==> config.mk <==
export PLATFORM = sky130hd
export DESIGN_NAME = traffic_lamp_monitor
export DESIGN_NICKNAME = d
export VERILOG_FILES = /design/src/rtl/traffic_pkg.sv /design/src/rtl/lamp_code_decode.sv /design/src/rtl/traffic_lamp_monitor.sv
export SDC_FILE = /design/constraint.sdc
export NUM_CORES = 1
export LEC_CHECK = 0
export BUFFER_PORTS_ARGS = -buffer_cell sky130_fd_sc_hd__buf_2
export CAP_MARGIN = 10
export CORE_MARGIN = 4
export CORE_UTILIZATION = 56
export DETAILED_ROUTE_END_ITERATION = 8
export PLACE_DENSITY = 0.92
export SYNTH_ARGS = -nofsm -noshare
export SYNTH_HDL_FRONTEND = slang
export SYNTH_HIERARCHICAL = 1
export SYNTH_SLANG_ARGS = --single-unit
==> constraint.sdc <==
create_clock -name clk -period 4.3 [get_ports clk]
set_input_delay 0.645 -clock clk [delete_from_list [all_inputs] [get_ports clk]]
set_output_delay 0.645 -clock clk [all_outputs]
set_load 0.03 [all_outputs]
==> src/rtl/traffic_pkg.sv <==
// ---------------------------------------------------------------------------
// traffic_pkg
// Shared constants for the traffic lamp monitor slice: controller signal
// codes, one-hot lamp drive patterns, monitor mode encodings and the bit
// positions inside fault_cause.
// ---------------------------------------------------------------------------
package traffic_pkg;

  // Controller signal codes
  localparam logic [2:0] RED = 3'b001;
  localparam logic [2:0] YEL = 3'b010;
  localparam logic [2:0] GRN = 3'b011;

  // Vehicle lamp drives, one-hot {green, yellow, red}
  localparam logic [2:0] VL_RED = 3'b001;
  localparam logic [2:0] VL_YEL = 3'b010;
  localparam logic [2:0] VL_GRN = 3'b100;
  localparam logic [2:0] VL_OFF = 3'b000;

  // Pedestrian lamp drives, {walk, dont_walk}
  localparam logic [1:0] PL_DONT = 2'b01;
  localparam logic [1:0] PL_WALK = 2'b10;

  // Monitor modes as seen on the mode output
  typedef enum logic [1:0] {
    STARTUP = 2'b00,
    NORMAL  = 2'b01,
    FAULT   = 2'b10
  } mode_t;

  // Bit positions inside fault_cause
  localparam int CAUSE_VEH = 0;
  localparam int CAUSE_PED = 1;
  localparam int CAUSE_ILL = 2;

endpackage

==> src/rtl/lamp_code_decode.sv <==
// ---------------------------------------------------------------------------
// lamp_code_decode
// Combinational decode of one 3-bit controller code into a lamp drive.
// PED selects pedestrian decoding (2-bit {walk, dont_walk}) instead of
// vehicle decoding (3-bit one-hot {green, yellow, red}).
// Ports:
//   code    - 3-bit controller code
//   lamp    - decoded lamp drive (LW bits)
//   illegal - high when code is not a legal value for this lamp type;
//             an illegal code always decodes to red / dont_walk
// ---------------------------------------------------------------------------
module lamp_code_decode
  import traffic_pkg::*;
#(
  parameter bit PED = 1'b0,
  localparam int LW = PED ? 2 : 3
) (
  input  logic [2:0]    code,
  output logic [LW-1:0] lamp,
  output logic          illegal
);

  // Pedestrian signals have no yellow, so 010 is illegal for them. Anything
  // unrecognised falls back to the safe red / dont_walk drive.
  always_comb begin
    illegal = 1'b0;
    if (PED) begin
      lamp = LW'(PL_DONT);
      case (code)
        RED:     lamp = LW'(PL_DONT);
        GRN:     lamp = LW'(PL_WALK);
        default: illegal = 1'b1;
      endcase
    end else begin
      lamp = LW'(VL_RED);
      case (code)
        RED:     lamp = LW'(VL_RED);
        YEL:     lamp = LW'(VL_YEL);
        GRN:     lamp = LW'(VL_GRN);
        default: illegal = 1'b1;
      endcase
    end
  end

endmodule

==> src/rtl/traffic_lamp_monitor.sv <==
// ---------------------------------------------------------------------------
// traffic_lamp_monitor
// Sits between the traffic light controller and the lamp pins. Decodes the
// four signal codes into registered lamp drives, holds all-red after reset
// or fault clear, and latches a flashing-red fault on persistent conflicts
// or illegal codes.
// Ports:
//   clk, rst        - clock, synchronous active-high reset
//   ns_code/ew_code - vehicle codes (001 red, 010 yellow, 011 green)
//   p_ns/p_ew_code  - pedestrian codes (001 dont_walk, 011 walk)
//   fault_clr       - request to leave fault mode
//   ns/ew_lamp      - one-hot {green, yellow, red}
//   p_ns/p_ew_lamp  - {walk, dont_walk}
//   fault           - latched fault flag
//   fault_cause     - {illegal, pedestrian conflict, vehicle conflict}
//   mode            - 00 STARTUP, 01 NORMAL, 10 FAULT
//   fault_count     - (only with TRAFFIC_LAMP_FAULT_CNT_EN) saturating count
//                     of NORMAL->FAULT entries, untouched by fault_clr
// ---------------------------------------------------------------------------
module traffic_lamp_monitor
  import traffic_pkg::*;
#(
  parameter int STARTUP_CYCLES   = 8,
  parameter int CONFLICT_PERSIST = 2,
  parameter int FLASH_HALF       = 4
) (
  input  logic       clk,
  input  logic       rst,
  input  logic [2:0] ns_code,
  input  logic [2:0] ew_code,
  input  logic [2:0] p_ns_code,
  input  logic [2:0] p_ew_code,
  input  logic       fault_clr,
  output logic [2:0] ns_lamp,
  output logic [2:0] ew_lamp,
  output logic [1:0] p_ns_lamp,
  output logic [1:0] p_ew_lamp,
  output logic       fault,
  output logic [2:0] fault_cause,
`ifdef TRAFFIC_LAMP_FAULT_CNT_EN
  output logic [7:0] fault_count,
`endif
  output logic [1:0] mode
);

  localparam int SW = $clog2(STARTUP_CYCLES + 1);
  localparam int PW = $clog2(CONFLICT_PERSIST + 1);
  localparam int FW = $clog2(FLASH_HALF + 1);
  localparam logic [SW-1:0] SU_LAST = SW'(STARTUP_CYCLES - 1);
  localparam logic [PW-1:0] PC_LAST = PW'(CONFLICT_PERSIST - 1);
  localparam logic [FW-1:0] FL_LAST = FW'(FLASH_HALF - 1);

  mode_t         mode_q, mode_d;
  logic [SW-1:0] su_q, su_d;
  logic [PW-1:0] pc_q, pc_d;
  logic [FW-1:0] fl_q, fl_d;
  logic          phase_q, phase_d;
  logic [2:0]    ns_d, ew_d, cause_d;
  logic [1:0]    pns_d, pew_d;
  logic          fault_d;
`ifdef TRAFFIC_LAMP_FAULT_CNT_EN
  logic [7:0]    fcnt_d;
`endif

  logic [2:0] ns_dec, ew_dec;
  logic [1:0] pns_dec, pew_dec;
  logic       ns_ill, ew_ill, pns_ill, pew_ill;
  logic       ns_go, ew_go, c0, c1, c2, any_c;

  lamp_code_decode #(.PED(1'b0)) u_ns  (.code(ns_code),   .lamp(ns_dec),  .illegal(ns_ill));
  lamp_code_decode #(.PED(1'b0)) u_ew  (.code(ew_code),   .lamp(ew_dec),  .illegal(ew_ill));
  lamp_code_decode #(.PED(1'b1)) u_pns (.code(p_ns_code), .lamp(pns_dec), .illegal(pns_ill));
  lamp_code_decode #(.PED(1'b1)) u_pew (.code(p_ew_code), .lamp(pew_dec), .illegal(pew_ill));

  // Conflict terms work on the decoded lamps, so an illegal vehicle code
  // counts as red here and is caught by c2 instead.
  always_comb begin
    ns_go = ns_dec[2] | ns_dec[1];
    ew_go = ew_dec[2] | ew_dec[1];
    c0    = ns_go & ew_go;
    c1    = (pns_dec[1] & ns_go) | (pew_dec[1] & ew_go);
    c2    = ns_ill | ew_ill | pns_ill | pew_ill;
    any_c = c0 | c1 | c2;
  end

  // Next-state and next-output logic. Lamps default to the safe all-red
  // drive; only a cycle that stays in NORMAL passes the decode through, so
  // the edge that latches a fault never shows the conflicting decode.
  // The flash phase is computed before the lamp drive so the registered
  // lamp tracks the registered phase (phase 0 = red on).
  always_comb begin
    mode_d  = mode_q;
    su_d    = su_q;
    pc_d    = '0;
    fl_d    = fl_q;
    phase_d = phase_q;
    ns_d    = VL_RED;
    ew_d    = VL_RED;
    pns_d   = PL_DONT;
    pew_d   = PL_DONT;
    fault_d = fault;
    cause_d = fault_cause;
`ifdef TRAFFIC_LAMP_FAULT_CNT_EN
    fcnt_d  = fault_count;
`endif
    case (mode_q)
      STARTUP: begin
        if (su_q == SU_LAST) begin
          mode_d = NORMAL;
          su_d   = '0;
        end else begin
          su_d = su_q + SW'(1);
        end
      end
      NORMAL: begin
        if (any_c && (pc_q == PC_LAST)) begin
          mode_d  = FAULT;
          fault_d = 1'b1;
          cause_d = {c2, c1, c0};
          fl_d    = '0;
          phase_d = 1'b0;
`ifdef TRAFFIC_LAMP_FAULT_CNT_EN
          if (fault_count != 8'hFF) fcnt_d = fault_count + 8'd1;
`endif
        end else begin
          if (any_c) pc_d = pc_q + PW'(1);
          ns_d  = ns_dec;
          ew_d  = ew_dec;
          pns_d = pns_dec;
          pew_d = pew_dec;
        end
      end
      FAULT: begin
        if (fault_clr && !any_c) begin
          mode_d  = STARTUP;
          su_d    = '0;
          fault_d = 1'b0;
          cause_d = '0;
        end else begin
          if (fl_q == FL_LAST) begin
            fl_d    = '0;
            phase_d = ~phase_q;
          end else begin
            fl_d = fl_q + FW'(1);
          end
          ns_d = phase_d ? VL_OFF : VL_RED;
          ew_d = phase_d ? VL_OFF : VL_RED;
        end
      end
      default: mode_d = STARTUP;
    endcase
  end

  // State and output registers; reset overrides every mode.
  always_ff @(posedge clk) begin
    if (rst) begin
      mode_q      <= STARTUP;
      su_q        <= '0;
      pc_q        <= '0;
      fl_q        <= '0;
      phase_q     <= 1'b0;
      ns_lamp     <= VL_RED;
      ew_lamp     <= VL_RED;
      p_ns_lamp   <= PL_DONT;
      p_ew_lamp   <= PL_DONT;
      fault       <= 1'b0;
      fault_cause <= '0;
`ifdef TRAFFIC_LAMP_FAULT_CNT_EN
      fault_count <= '0;
`endif
    end else begin
      mode_q      <= mode_d;
      su_q        <= su_d;
      pc_q        <= pc_d;
      fl_q        <= fl_d;
      phase_q     <= phase_d;
      ns_lamp     <= ns_d;
      ew_lamp     <= ew_d;
      p_ns_lamp   <= pns_d;
      p_ew_lamp   <= pew_d;
      fault       <= fault_d;
      fault_cause <= cause_d;
`ifdef TRAFFIC_LAMP_FAULT_CNT_EN
      fault_count <= fcnt_d;
`endif
    end
  end

  assign mode = mode_q;

endmodule

==> summary.txt <==
Status: finished, final reports clean
Routed wire length per instance: 13.5 um
Routability Congestion: 0.804
Peak VDD IR: 0.000289 V
Most Crowded Layer GR: met2
Remaining global-route overflow: 0
Worst-Skew Late Latency: 330 ps
Slew Limit Headroom: 0.650
Post-DP HPWL: 2140 um
Kind of critical path: input port to flop
Gate power share: 0.189
Data required time of the critical path: 4520 ps
GRT met2 Usage: 0.297
Fin crit period: 2080 ps
Worst Tran Pin Value: 519 ps
Register area share after synthesis: 0.398
Yosys warns: 6
DR iter-0 viols: 29
Area Overhead vs Synth: 16.7%
Pre-CTS setup slack: 1910 ps
RSZ-0062 raised after global routing: false
GR Util met1: 0.219
Slew Viols, Final: 0
H-tree levels: 1
Clock transition at the registers of the reported paths: 140 ps
Critical Path AT: 2300 ps
Syn_nets: 165
Cells after Synth: 144
Drt first pass iters: 4
Count of distinct cell types in the synthesized netlist: 45
Final WS setup: 2220 ps
Clock skew: 8.05 ps
Number of synthesized flops with an enable pin: 0
Net switching power: 0.143 mW
Internal power: 0.386 mW
Register bit total from synthesis: 26
Area of the multi-input gates: 736 um^2
Final hold vios: 0
TritonCTS clock tree: done
Yosys top cell area share: 0.398
Switch share: 0.271
Setup_tns: 0 ps
Core area: 0.00221 mm^2
Total Power: 0.529 mW
Nets: 196
Io pins: 31
Num CTS Buffers: 3
CTS Buffer Depth: 2
Worst hold path class: flop to flop
Met3 global-route usage: 0.0230
Seq pwr share: 0.497
Vias post-DR: 1150
DIE WIDTH: 56.3 um
Most common cell after layout, fill and taps aside: buf_2
Post-synth top area cell: dfxtp_1
Crit. End Element: flop
# Post-CTS Setup Buffers: 0
Post-CTS Resized: 0
Most frequent cells in the layout: 30 x buf_2, 26 x dfxtp_1, 12 x nand2_1
First-pass GRT wire length: 4460 um
Layout cells sized above 1: 0.253
Vias in the first global route: 1041
Antenna-violating nets left: 0
# Max-Cap Violations: 0
Crit path max fanout: 7
DIE AREA: 0.00317 mm^2
Peak Freq: 480 MHz
Final period util: 0.485
Total track usage: 0.176
Buffers added on ports: 30
# hold bufs at CTS: 0
Sequential cell area: 520 um^2
Starting Density: 0.590
FILL cells: 172
Sink Count: 26
Syn avg cell area: 9.07 um^2
Mapped cell area: 0.00131 mm^2
Setup violators final: 0
Power Dens Cells: 347 mW/mm^2
Clk network pwr share: 0.314
Predominant post-synthesis flop cell: dfxtp_1
Antenna violations before repair: 0
Largest cells by area after synthesis: dfxtp_1 40%, ha_1 5.7%, nand2b_1 4.8%
Clock root buffer: clkbuf_4
DRC viols: 0
Leakage: 0.645 nW
Worst setup SP type: input port
Ant diodes: 0
Die Ht: 56.3 um
Async set-reset flop share out of synthesis: 0
Drt total wl: 2730 um
Vias per Instance: 5.69
Largest net degree at the start of global routing: 19
FP Rows: 17
[cell usage after synthesis, types with 3 or more instances]
cell / n
and3b_1: 4
a21oi_1: 8
ha_1: 6
nor2_1: 5
inv_1: 8
dfxtp_1: 26
and2_1: 6
nand2_1: 12
nand3b_1: 3
nand2b_1: 10
o21ai_0: 7
[cell families (layout without fill, tap and decap cells)]
family                   count (synthesis)  after routing  synth area share
adder cells (fa/ha/maj)                  6              6            0.0575
XOR/XNOR                                 2              2            0.0134
AO/OA/AOI/OAI                           34             34             0.171
flip-flops                              26             26             0.398
AND/OR/NAND/NOR                         64             64             0.322
buffers and inverters                   12             42            0.0383
[critical path, stage by stage]
cell and delay (ps):
buf_2 120, and3b_1 220, o21ai_0 350, and4_1 410, nand3_1 240, a31oi_1 260, nor2_1 50
[worst paths after layout]
kind                            slack (ps)      end        from  cells after the start
worst min-delay path                   460  pc_q[0]     pc_q[0]                      1
worst max register to register        2390  fl_q[1]     mode[0]                      7
worst max-delay path                  2220  su_q[3]  ns_code[2]                      7
worst min register to register         460  pc_q[0]     pc_q[0]                      1
[through the flow]
stage	util	cells	area [um^2]	hold slack, ps
floorplan	-	144	1310	405
global placement	0.665	198	1470	412
detailed placement	0.665	198	1470	441
CTS	0.689	202	1520	464
global route	0.689	202	1520	490
finish	0.689	202	1520	463
[state kept, by name, indices dropped and copies added (netlist names)]
| name | cells |
|---|---|
| ew_lamp | 3 |
| fault | 1 |
| p_ns_lamp | 2 |
| fl_q | 3 |
| su_q | 4 |
| fault_cause | 3 |
| pc_q | 2 |
| p_ew_lamp | 2 |
| phase_q | 1 |
| ns_lamp | 3 |
| mode | 2 |
[power groups by stage]
stage	clock network [mW]	registers (mW)	logic, mW
floorplan	0	0.275	0.0631
global placement	0	0.267	0.0942
detailed placement	0	0.268	0.0988
CTS	0.170	0.263	0.0991
global route	0.179	0.265	0.110
finish	0.166	0.263	0.100
[layout make-up]
class                      count  share of cell area
tap                           28              0.0230
multi-input combinational    106               0.483
inverter                       8              0.0197
clock buffer                   3              0.0148
sequential                    26               0.342
timing repair buffer          30              0.0985
clock inverter                 1              0.0197
[metal layers]
layer | up-vias | routed length [um]
met3 | 5 | 141
met4 | 0 | 53
met1 | 536 | 1160
met5 | - | 0
met2 | 33 | 1380
li1 | 576 | -
(Power assumes the default switching activity.)
